--- src/rtl/rr_decoder_arbiter.sv ---
// Round-robin arbiter with registered one-hot grant, encoded select and a forced
// dead cycle between grants. Define ARB_TIMEOUT_EN to build the hold-time limit.
module rr_decoder_arbiter #(
  parameter int unsigned SEL_WIDTH = 2,
  parameter int unsigned MAX_HOLD  = 15
) (
  input  logic                        clk_in,
  input  logic                        rst_n_in,
  input  logic [(1<<SEL_WIDTH)-1:0]   req_in,
  input  logic                        done_in,
  output logic [(1<<SEL_WIDTH)-1:0]   grant_out,
  output logic [SEL_WIDTH-1:0]        grant_sel_out,
  output logic                        grant_valid_out,
  output logic                        timeout_out
);

  localparam int unsigned N       = 1 << SEL_WIDTH;
  localparam int unsigned CNT_W   = 8;

  localparam logic [1:0] IDLE  = 2'd0;
  localparam logic [1:0] GRANT = 2'd1;
  localparam logic [1:0] GAP   = 2'd2;

  // Parameter sanity check at elaboration
  if (SEL_WIDTH < 1 || MAX_HOLD < 1 || MAX_HOLD > 255) begin : g_bad_cfg
    $error("rr_decoder_arbiter: illegal SEL_WIDTH/MAX_HOLD");
  end

  logic [1:0]           state_q, state_d;
  logic [SEL_WIDTH-1:0] ptr_q, ptr_d;
  logic [SEL_WIDTH-1:0] sel_q, sel_d;
  logic [N-1:0]         grant_q, grant_d;
  logic                 valid_q, valid_d;
  logic                 release_c;

  logic                 win_found;
  logic [SEL_WIDTH-1:0] win_idx;
  logic [SEL_WIDTH-1:0] scan_idx;

`ifdef ARB_TIMEOUT_EN
  logic [CNT_W-1:0]     cnt_q, cnt_d;
  logic                 tmo_q, tmo_d;
  logic                 hold_hit;
  assign hold_hit = (cnt_q + CNT_W'(1)) == CNT_W'(MAX_HOLD);
`endif

  // First requester at or after ptr, wrapping
  always_comb begin
    win_found = 1'b0;
    win_idx   = ptr_q;
    scan_idx  = '0;
    for (int i = 0; i < N; i++) begin
      scan_idx = ptr_q + SEL_WIDTH'(i);
      if (!win_found && req_in[scan_idx]) begin
        win_found = 1'b1;
        win_idx   = scan_idx;
      end
    end
  end

`ifdef ARB_TIMEOUT_EN
  assign release_c = done_in || !req_in[sel_q] || hold_hit;
`else
  assign release_c = done_in || !req_in[sel_q];
`endif

  // Next-state and next-output logic
  always_comb begin
    state_d = state_q;
    ptr_d   = ptr_q;
    sel_d   = sel_q;
    grant_d = grant_q;
    valid_d = valid_q;
`ifdef ARB_TIMEOUT_EN
    cnt_d   = cnt_q;
    tmo_d   = 1'b0;
`endif
    case (state_q)
      IDLE, GAP: begin
        if (win_found) begin
          state_d = GRANT;
          sel_d   = win_idx;
          grant_d = N'(1) << win_idx;
          valid_d = 1'b1;
`ifdef ARB_TIMEOUT_EN
          cnt_d   = '0;
`endif
        end else begin
          state_d = IDLE;
        end
      end
      GRANT: begin
        if (release_c) begin
          state_d = GAP;
          ptr_d   = sel_q + SEL_WIDTH'(1);
          grant_d = '0;
          valid_d = 1'b0;
`ifdef ARB_TIMEOUT_EN
          tmo_d   = hold_hit && !done_in && req_in[sel_q];
`endif
        end
`ifdef ARB_TIMEOUT_EN
        else begin
          cnt_d = cnt_q + CNT_W'(1);
        end
`endif
      end
      default: begin
        state_d = IDLE;
        grant_d = '0;
        valid_d = 1'b0;
      end
    endcase
  end

  // State and output registers
  always_ff @(posedge clk_in or negedge rst_n_in) begin
    if (!rst_n_in) begin
      state_q <= IDLE;
      ptr_q   <= '0;
      sel_q   <= '0;
      grant_q <= '0;
      valid_q <= 1'b0;
`ifdef ARB_TIMEOUT_EN
      cnt_q   <= '0;
      tmo_q   <= 1'b0;
`endif
    end else begin
      state_q <= state_d;
      ptr_q   <= ptr_d;
      sel_q   <= sel_d;
      grant_q <= grant_d;
      valid_q <= valid_d;
`ifdef ARB_TIMEOUT_EN
      cnt_q   <= cnt_d;
      tmo_q   <= tmo_d;
`endif
    end
  end

  assign grant_out       = grant_q;
  assign grant_sel_out   = sel_q;
  assign grant_valid_out = valid_q;
`ifdef ARB_TIMEOUT_EN
  assign timeout_out     = tmo_q;
`else
  assign timeout_out     = 1'b0;
`endif

endmodule

--- config.mk ---
export PLATFORM = sky130hd
export DESIGN_NAME = rr_decoder_arbiter
export DESIGN_NICKNAME = d
export VERILOG_FILES = /design/src/rtl/rr_decoder_arbiter.sv
export SDC_FILE = /design/constraint.sdc
export NUM_CORES = 1
export LEC_CHECK = 0
export BUFFER_PORTS_ARGS = -buffer_cell sky130_fd_sc_hd__buf_2
export CAP_MARGIN = 20
export CORE_AREA = 2 2 39 41
export CTS_BUF_LIST = sky130_fd_sc_hd__clkbuf_8
export CTS_CLUSTER_DIAMETER = 120
export DETAILED_ROUTE_END_ITERATION = 7
export DIE_AREA = 0 0 41 43
export PLACE_DENSITY = 0.68
export REMOVE_ABC_BUFFERS = 1
export SLEW_MARGIN = 15
export SYNTH_ARGS = -nofsm -noshare
export SYNTH_HDL_FRONTEND = slang
export SYNTH_SLANG_ARGS = --single-unit
--- constraint.sdc ---
create_clock -name clk_in -period 4.9 [get_ports clk_in]
set_input_delay 0.49 -clock clk_in [delete_from_list [all_inputs] [get_ports clk_in]]
set_output_delay 0.49 -clock clk_in [all_outputs]
set_load 0.03 [all_outputs]
==> flow_summary.yaml, run 1 <==
job:
  max_cap_viol_count: 0
yosys:
  synthXorXnorAreaFrac: 0.01489
  yosys.area.top_type: "dfrtp_1"
  yosysUniqueCellTypes: 29
  synth_compound_area_frac: 0.1851
  async_flop_share: 1.000
  synth_area_per_cell_um2: 11.31
  synthAdderAreaFrac: 0
  synth_top_area_frac: 0.4681
  synth-edff-count: 0
  synth_warnings: 0
  muxShareOfSynthArea: 0.1000
  synth_area_leaders: "dfrtp_1 (47%), a22o_1 (4.5%), nor2b_1 (4.3%), mux4_2 (3.8%), nor3b_4 (3.2%)"
  ys_seq_elements: 11
  yosysMostFrequentCell: "dfrtp_1"
  synthSimpleGateAreaFrac: 0.2000
  netlist_instances: 52
  ys.flop_type: "dfrtp_1"
  seq_area_frac_synth: 0.4681
  synth_area_um2: 588.1
  synthTopCellsByCount: "dfrtp_1 (11), nor2b_1 (4), a22o_1 (3), nand2_1 (3), o21ai_0 (3)"
  synth_top_family_by_area: "simple AND/OR/NAND/NOR gates"
placement:
  hpwl_um: 893.9
  place_ws_ps: 2968
  placedCellCount: 80
  gp_congestion: 0.7205
  io_buffer_count: 13
die:
  fp.dieArea_mm2: 0.001763
  die_x_um: 41
  die_h_um: 43
  placeableCoreArea_mm2: 0.001384
  start_util: 0.4250
  num_rows: 14
  pin_count: 15
critical_path:
  cp.required_ps: 5020
  cp_top_family: "multiplexers"
  worstPathCellList: "mux4_2, nor2b_4, nor3b_4, mux2_4"
  path_class: "register to register"
  rrSetupSlack_ps: 3100
  crit_buf_inv: 0
  critical_path.max_stage_delay_ps: 540
  crit_path_top_delay_cell: "mux4_2"
  cp_data_arrival_time_ps: 1920
  critPathMaxFanout: 5
  start_kind: "register"
  cp-end-kind: "register"
timing:
  fin_crit_ps: 1797
  max_freq_ghz: 0.5565
  setup_viol: 0
  relSlewSlack: 0.6032
  tightestPinTransition_ps: 589.0
  drv_slew: 0
  finalHoldViolations: 0
  finalSetupTns_ps: 0
  skew_ps: 1.364
  fin_ws_ps: 3103
  grt_setup_unrepaired: "no"
  finalCritPeriodShare: 0.3667
clock_tree:
  cts_root_buf: "clkbuf_8"
  clkSlewWorstSetupHoldPaths_ps: 50
  clk_path_buf_depth: 2
  htreeDepth: 1
  hold_buffers: 0
  clkSinkCount: 11
  clk_latency_ps: 230
  ctsResizeCount: 0
  cts_setup_buffers: 0
  cts_tree: "done"
  cts_made_buffers: 3
routing:
  route.detailed.drc: 0
  vias_per_cell: 5.440
  vias: 457
  routed_wirelength_um: 1161
  drt-initial-drc-count: 8
  wl_per_cell_um: 13.82
  first_pass_iters: 4
  ant_nets: 0
cells_and_area:
  area_growth_pct: 20.85
  nNetsFinal: 76
  final_layout_size_suffix_gt1_frac: 0.3529
  fin_cells: 84
  diodes: 0
run_status:
  status: "finished clean"
global_routing:
  antenna_found_initial: 0
  grt_max_degree: 12
  grt_usage: 0.1544
  grt_pass1_wl_um: 1766
  grt_pass1_vias: 420
  overflow: 0
power_and_ir_drop:
  powerDensity_mw_per_mm2: 692.6
  leakagePower_uw: 0.0003442
  power_uw: 492.2
  vdd_drop_max_mv: 0.2527
worst_hold_path:
  hold_path.class: "primary input to asynchronous set/reset pin"
state kept, by name (all words and copies together) (netlist names):
name,cells
ptr_q,2
state_q,2
grant_sel_out,2
grant_valid_out,1
grant_out,4
layout by cell type (no fill, tap or decap):
cell	n
or2_2	2
buf_2	13
nand2_1	3
o2bb2ai_1	1
inv_1	3
mux4_2	1
a21oi_1	1
nor4_1	1
nor3b_4	1
a21o_1	1
a31oi_1	1
mux2i_1	1
a21o_2	1
nor2b_1	4
o31ai_1	2
clkbuf_8	3
mux2_4	1
a22o_1	3
xor2_1	1
o31a_1	1
nor2b_4	1
mux2_2	1
nor3b_1	1
and4_1	1
nor2_1	2
o21bai_1	1
conb_1	1
o21ai_0	3
dfrtp_1	11
nand4_1	1
metal layers:
layer,part of all wire,vias up,GRT usage
met3,0.022,4,0.04712
met1,0.46,219,0.1945
met2,0.49,11,0.2188
met4,0.022,0,0.1000
li1,-,223,-
met5,0,-,0
stage by stage:
stage	cell area (um2)	utilization	hold WS [ps]
final	710.7	0.5136	117.2
after floorplan	580.6	-	194.4
after global routing	710.7	0.5136	120.7
after global placement	665.6	0.4810	366.2
after detailed placement	665.6	0.4810	370.8
after CTS	710.7	0.5136	118.2
where the power goes:
group,total [uW],internal [uW],switching (uW)
clock network,86.3,54.8,31.6
registers,173,134,39.0
logic,233,103,129
path summary, 6_finish.rpt:
check                                                  start  cells past startpoint                           end
worst max-delay path            grant_sel_out[0]$_DFFE_PN0P_                      4          ptr_q[1]$_DFFE_PN0P_
worst min-delay path                                rst_n_in                      1        state_q[0]$_DFFE_PN0P_
worst max register to register  grant_sel_out[0]$_DFFE_PN0P_                      4          ptr_q[1]$_DFFE_PN0P_
worst min register to register      grant_out[1]$_DFFE_PN0P_                      1      grant_out[1]$_DFFE_PN0P_
max in group asynchronous                           rst_n_in                      1  grant_sel_out[1]$_DFFE_PN0P_
min in group clk_in                 grant_out[1]$_DFFE_PN0P_                      1      grant_out[1]$_DFFE_PN0P_
kinds of logic (layout without fill, tap and decap cells):
family          after synthesis  in the layout
compound gates               15             15
flops                        11             11
xor+xnor                      1              1
simple gates                 17             17
mux                           4              4
other cells                   1              1
buf+inv                       3             19
layout make-up:
class	count	area [um2]
fill	129	673.1
multi-input combinational	38	297.8
sequential	11	275.3
timing repair buffer	13	65.06
clock buffer	3	41.29
tap	16	20.02
inverter	2	7.507
clock inverter	1	3.754
Note: power is estimated with default switching activity, not from simulation.
==> inputs of run 2 (changes only) <==
- ABC_AREA: default -> 1
- CORE_AREA: 2 2 39 41 -> default
- CORE_MARGIN: default -> 2
- CORE_UTILIZATION: default -> 52
- DIE_AREA: 0 0 41 43 -> default
- PLACE_DENSITY: 0.68 -> 0.77
- clock period: 4.9 -> 1.6 ns (I/O delays scaled with it)
==> flow_summary.yaml, run 2 <==
timing:
  fin_crit_ps: 1594
  grt_setup_unrepaired: "yes"
  skew_ps: 6.041
  finalHoldViolations: 0
  max_freq_ghz: 0.6273
  finalCritPeriodShare: 0.9963
  drv_slew: 0
  setup_viol: 0
yosys:
  netlist_instances: 143
  seq_area_frac_synth: 0.2774
  yosys.area.top_type: "dfrtp_1"
  synth_warnings: 0
  synth_top_area_frac: 0.2774
  synth-edff-count: 0
  yosysUniqueCellTypes: 24
  async_flop_share: 1.000
  yosysMostFrequentCell: "nand2_1"
  synthTopCellsByCount: "nand2_1 (62), nand2_2 (14), nand3_1 (12), dfrtp_1 (11), inv_1 (7)"
  ys.flop_type: "dfrtp_1"
  synth_area_um2: 992.2
  synth_area_leaders: "dfrtp_1 (28%), nand2_1 (23%), nand2_2 (8.8%), nand3_1 (6.1%), nand3_2 (5.0%)"
  synth_area_per_cell_um2: 6.938
  ys_seq_elements: 11
routing:
  wl_per_cell_um: 11.48
  vias: 992
  ant_nets: 0
  route.detailed.drc: 0
  drt-initial-drc-count: 35
  routed_wirelength_um: 2261
  vias_per_cell: 5.036
  first_pass_iters: 4
clock_tree:
  clk_latency_ps: 240
  cts_root_buf: "clkbuf_8"
  clk_path_buf_depth: 2
  htreeDepth: 1
  clkSlewWorstSetupHoldPaths_ps: 50
  cts_made_buffers: 3
  cts_tree: "done"
  clkSinkCount: 11
placement:
  hpwl_um: 1647
  gp_congestion: 0.8757
  io_buffer_count: 13
  post_dp_cell_area_mm2: 0.001119
die:
  num_rows: 15
  pin_count: 15
  placeableCoreArea_mm2: 0.001764
  die_h_um: 47.68
  fp.dieArea_mm2: 0.002273
  die_x_um: 47.68
  start_util: 0.5624
power_and_ir_drop:
  leakagePower_uw: 0.0006873
  powerDensity_mw_per_mm2: 2493
  vdd_drop_max_mv: 1.594
  power_uw: 3154
worst_hold_path:
  hold_path.class: "primary input to register"
critical_path:
  start_kind: "register"
  path_class: "register to register"
  cp.required_ps: 1720
  critPathMaxFanout: 7
  cp_data_arrival_time_ps: 1720
  cp-end-kind: "register"
global_routing:
  grt_max_degree: 12
  antenna_found_initial: 0
  grt_pass1_wl_um: 3305
  overflow: 0
  grt_pass1_vias: 788
  grt_usage: 0.2094
job:
  max_cap_viol_count: 0
cells_and_area:
  nFillCells: 143
  area_growth_pct: 27.49
  final_layout_size_suffix_gt1_frac: 0.4419
  largest_reg_flops: 4
  nNetsFinal: 180
  design_area_mm2: 0.001265
  final_cell_mix: "nand2_1 (53), nand2_2 (22), buf_2 (13)"
  diodes: 0
  final_common_cell: "nand2_1"
run_status:
  status: "finished clean"
[run 2: changes by cell type in the layout (fill, tap and decap cells not counted), sizes merged, moves of 4 or more]
cell,previous run,this run
nand2,3,80
buf,13,27
nor2,2,6
inv,3,12
nor2b,5,0
nand3,0,18
[run 2: area by class of cell]
cell class                      instances  area (um2)  area share
Inverter                               12       50.05     0.03956
Clock buffer                            3       41.29     0.03264
Sequential cell                        11       276.5      0.2186
Clock inverter                          1       3.754    0.002967
Tap cell                               25       31.28     0.02473
Timing Repair inverter                  1       7.507    0.005935
Multi-Input combinational cell        116       666.9      0.5272
Timing Repair Buffer                   28       187.7      0.1484
[run 2: worst paths after layout]
| path | start | to | slack (ps) | cells past startpoint |
|---|---|---|---|---|
| max in group asynchronous | rst_n_in | ptr_q[0]$_DFFE_PN0P_ | 1050 | 2 |
| min reg2reg | grant_valid_out$_DFFE_PN0P_ | grant_valid_out$_DFFE_PN0P_ | 460 | 2 |
| min | done_in | state_q[0]$_DFFE_PN0P_ | 300 | 4 |
| max reg2reg | ptr_q[0]$_DFFE_PN0P_ | grant_sel_out[1]$_DFFE_PN0P_ | 6 | 11 |
| min in group asynchronous | rst_n_in | grant_out[2]$_DFFE_PN0P_ | 320 | 2 |
| max | ptr_q[0]$_DFFE_PN0P_ | grant_sel_out[1]$_DFFE_PN0P_ | 6 | 11 |
[run 2: critical path, stage by stage, from the launching register on]
cell	delay, ps
dfrtp_2	460
clkinvlp_4	180
nand2_2	110
nand3_2	80
nand2_4	140
nand3_2	120
inv_2	70
nand2_1	40
nand3_1	90
nand2_2	80
nand2_1	60
nand2_1	50
[run 2: repair_timing]
item,in CTS,in global routing
hold buffers,1,0
endpoints found under the hold margin,11,0
resized for setup,1,17
pin swaps,0,15
endpoints found under the setup margin,3,7
cloned,0,2
setup buffers,1,3
[run 2: cell families (layout without fill, tap and decap cells)]
logic type                Yosys count  in the layout  share of synthesized area
and+or+nand+nor                   107            107                     0.5750
other                               1              1                   0.003779
xor gates and xnor gates            1              1                   0.008829
DFF                                11             11                     0.2774
buffers and inverters              16             45                    0.08575
AOI/OAI and AO/OA                   7              7                    0.04918
[run 2: per-stage QoR]
step	cells	util	hold WS [ps]	TNS [ps]	worst slack, ps
after CTS	192	0.6709	298.3	0	15.36
after global placement	186	0.6340	32.61	0	49.47
after floorplan	139	-	-135.6	-132.4	-38.76
after global routing	197	0.7170	331.4	-535.7	-87.93
final	197	0.7170	297.0	0	5.897
after detailed placement	186	0.6340	37.14	-0.6365	-0.6365
[run 2: report_power, final]
| part | switching, uW | leakage [uW] | internal (uW) |
|---|---|---|---|
| Combinational | 1470 | 0.000523 | 882 |
| Sequential | 129 | 0.000137 | 405 |
| Clock | 101 | 0.0000269 | 168 |
| Total | 1700 | 0.000687 | 1460 |
[run 2: layer usage]
| layer | global-route usage | routed length [um] |
|---|---|---|
| met2 | 0.3360 | 1126 |
| met5 | 0 | 0 |
| met4 | 0.03243 | 13 |
| met3 | 0.07925 | 98 |
| met1 | 0.2742 | 1023 |
==> inputs of run 3 (changes only) <==
- SETUP_SLACK_MARGIN: default -> 0.05
==> flow_summary.yaml, run 3 (synthesis results as in run 2) <==
power_and_ir_drop:
  vdd_drop_max_mv: 1.570
  p_clk_frac: 0.089
  p_sw_uw: 1655
  power_uw: 3041
  p_int_uw: 1386
  leakagePower_uw: 0.0006741
  powerDensity_mw_per_mm2: 2470
  combPwrFrac: 0.736
  p_sw_frac: 0.5441
  pwr-share-seq: 0.175
timing:
  max_freq_ghz: 0.6263
  fin_worst_hold_slack_ps: 288.4
  finalHoldViolations: 0
  grt_setup_unrepaired: "yes"
  fin_crit_ps: 1597
  fin_ws_ps: 3.411
  finalCritPeriodShare: 0.9979
  setup_viol: 0
  drv_slew: 0
  skew_ps: 6.576
critical_path:
  critical_path.max_stage_delay_ps: 460
  start_kind: "register"
  reg2reg_to: "grant_sel_out[1]$_DFFE_PN0P_"
  r2r_cells: 11
  cp-end-kind: "register"
  cp_common_cell: "nand2_1"
  crit_path_top_delay_cell: "dfrtp_2"
  r2r_start: "ptr_q[0]$_DFFE_PN0P_"
  rrSetupSlack_ps: 3
  path_class: "register to register"
  cp.required_ps: 1720
  critPathMaxFanout: 7
  worstPathCellList: "buf_2, nand2_2, nand3_2, nand2_4, nand3_2, inv_2, nand2_1, nand3_1, nand2_2, nand2_1, nand2_1"
  cp_data_arrival_time_ps: 1720
placement:
  io_buffer_count: 13
  placedCellCount: 186
  hpwl_um: 1647
  gp_congestion: 0.8757
  place_ws_ps: -0.6365
die:
  fp.dieArea_mm2: 0.002273
  start_util: 0.5624
  pin_count: 15
  die_h_um: 47.68
  placeableCoreArea_mm2: 0.001764
  num_rows: 15
  die_x_um: 47.68
run_status:
  status: "finished clean"
global_routing:
  grt_max_degree: 12
  grt_usage: 0.2225
  antenna_found_initial: 0
  overflow: 0
  grt_pass1_vias: 836
  grt_pass1_wl_um: 3525
worst_hold_path:
  hold_path.class: "primary input to register"
  holdPathEnd: "state_q[0]$_DFFE_PN0P_"
  min_from: "done_in"
  hold_depth: 4
clock_tree:
  cts_tree: "done"
  clk_path_buf_depth: 2
  cts_made_buffers: 3
  htreeDepth: 1
  cts_root_buf: "clkbuf_8"
  clkSinkCount: 11
  clk_latency_ps: 240
  clkSlewWorstSetupHoldPaths_ps: 50
routing:
  route.detailed.drc: 0
  wl_per_cell_um: 11.44
  vias_per_cell: 5.046
  vias: 984
  routed_wirelength_um: 2230
  drt-initial-drc-count: 31
  ant_nets: 0
  first_pass_iters: 4
cells_and_area:
  nNetsFinal: 178
  largest_reg_flops: 4
  fin_cells: 195
  diodes: 0
  area_growth_pct: 24.09
  final_layout_size_suffix_gt1_frac: 0.4000
  utilization: 0.6979
  final_cell_mix: "nand2_1 (57), nand2_2 (18), buf_2 (14)"
  final_common_cell: "nand2_1"
job:
  max_cap_viol_count: 0
==> run 3: worst max path at each step <==
stage | from | end
2_1_floorplan | ptr_q[0]$_DFFE_PN0P_ | grant_sel_out[0]$_DFFE_PN0P_
6_report | ptr_q[0]$_DFFE_PN0P_ | grant_sel_out[1]$_DFFE_PN0P_
3_5_place_dp | ptr_q[0]$_DFFE_PN0P_ | grant_out[2]$_DFFE_PN0P_
5_1_grt | ptr_q[0]$_DFFE_PN0P_ | grant_out[0]$_DFFE_PN0P_
3_3_place_gp | ptr_q[0]$_DFFE_PN0P_ | grant_out[0]$_DFFE_PN0P_
4_1_cts | ptr_q[0]$_DFFE_PN0P_ | grant_out[2]$_DFFE_PN0P_
==> run 3: cell type report <==
class,count,area [um2]
multi-input cells,116,654.4
repair inverters,1,7.507
well taps,25,31.28
clock buffers,3,41.29
fillers,150,533.0
repair buffers,26,166.4
clock inverters,1,3.754
inverters,12,50.05
flip-flops and latches,11,276.5
==> run 3: per-stage QoR <==
stage / cell area [um2] / setup TNS [ps]
after floorplan: 954.7 / -132.4
after global placement: 1119 / 0
after detailed placement: 1119 / -0.6365
after CTS: 1211 / 0
after global routing: 1231 / -573.8
final: 1231 / 0
==> run 3: worst max-delay path: cells and delay by family (launching register included) <==
| family | cells | cell delay [ps] |
|---|---|---|
| and+or+nand+nor | 9 | 780 |
| DFF | 1 | 460 |
| buffers and inverters | 2 | 250 |
==> run 3: power groups by stage <==
stage | sequential (uW) | clock (uW) | combinational, uW
after floorplan | 670 | 0 | 1400
after global placement | 509 | 0 | 2040
after detailed placement | 514 | 0 | 2090
after CTS | 529 | 272 | 2190
after global routing | 546 | 285 | 2470
final | 531 | 271 | 2240
==> run 3: metal layers <==
metal | routed length [um] | share of wire | track usage
met1 | 994 | 0.45 | 0.2765
met2 | 1115 | 0.50 | 0.3707
met3 | 107 | 0.048 | 0.08302
met4 | 13 | 0.0058 | 0.04324
met5 | 0 | 0 | 0
==> run 3: what timing repair did <==
item                                    CTS  global route
pin swaps                                 1             3
hold endpoints to repair                 11             0
endpoints found under the setup margin    6             8
resized for setup                         8             2
hold buffers                              1             0
setup buffers                             1             1
gates cloned                              1             1
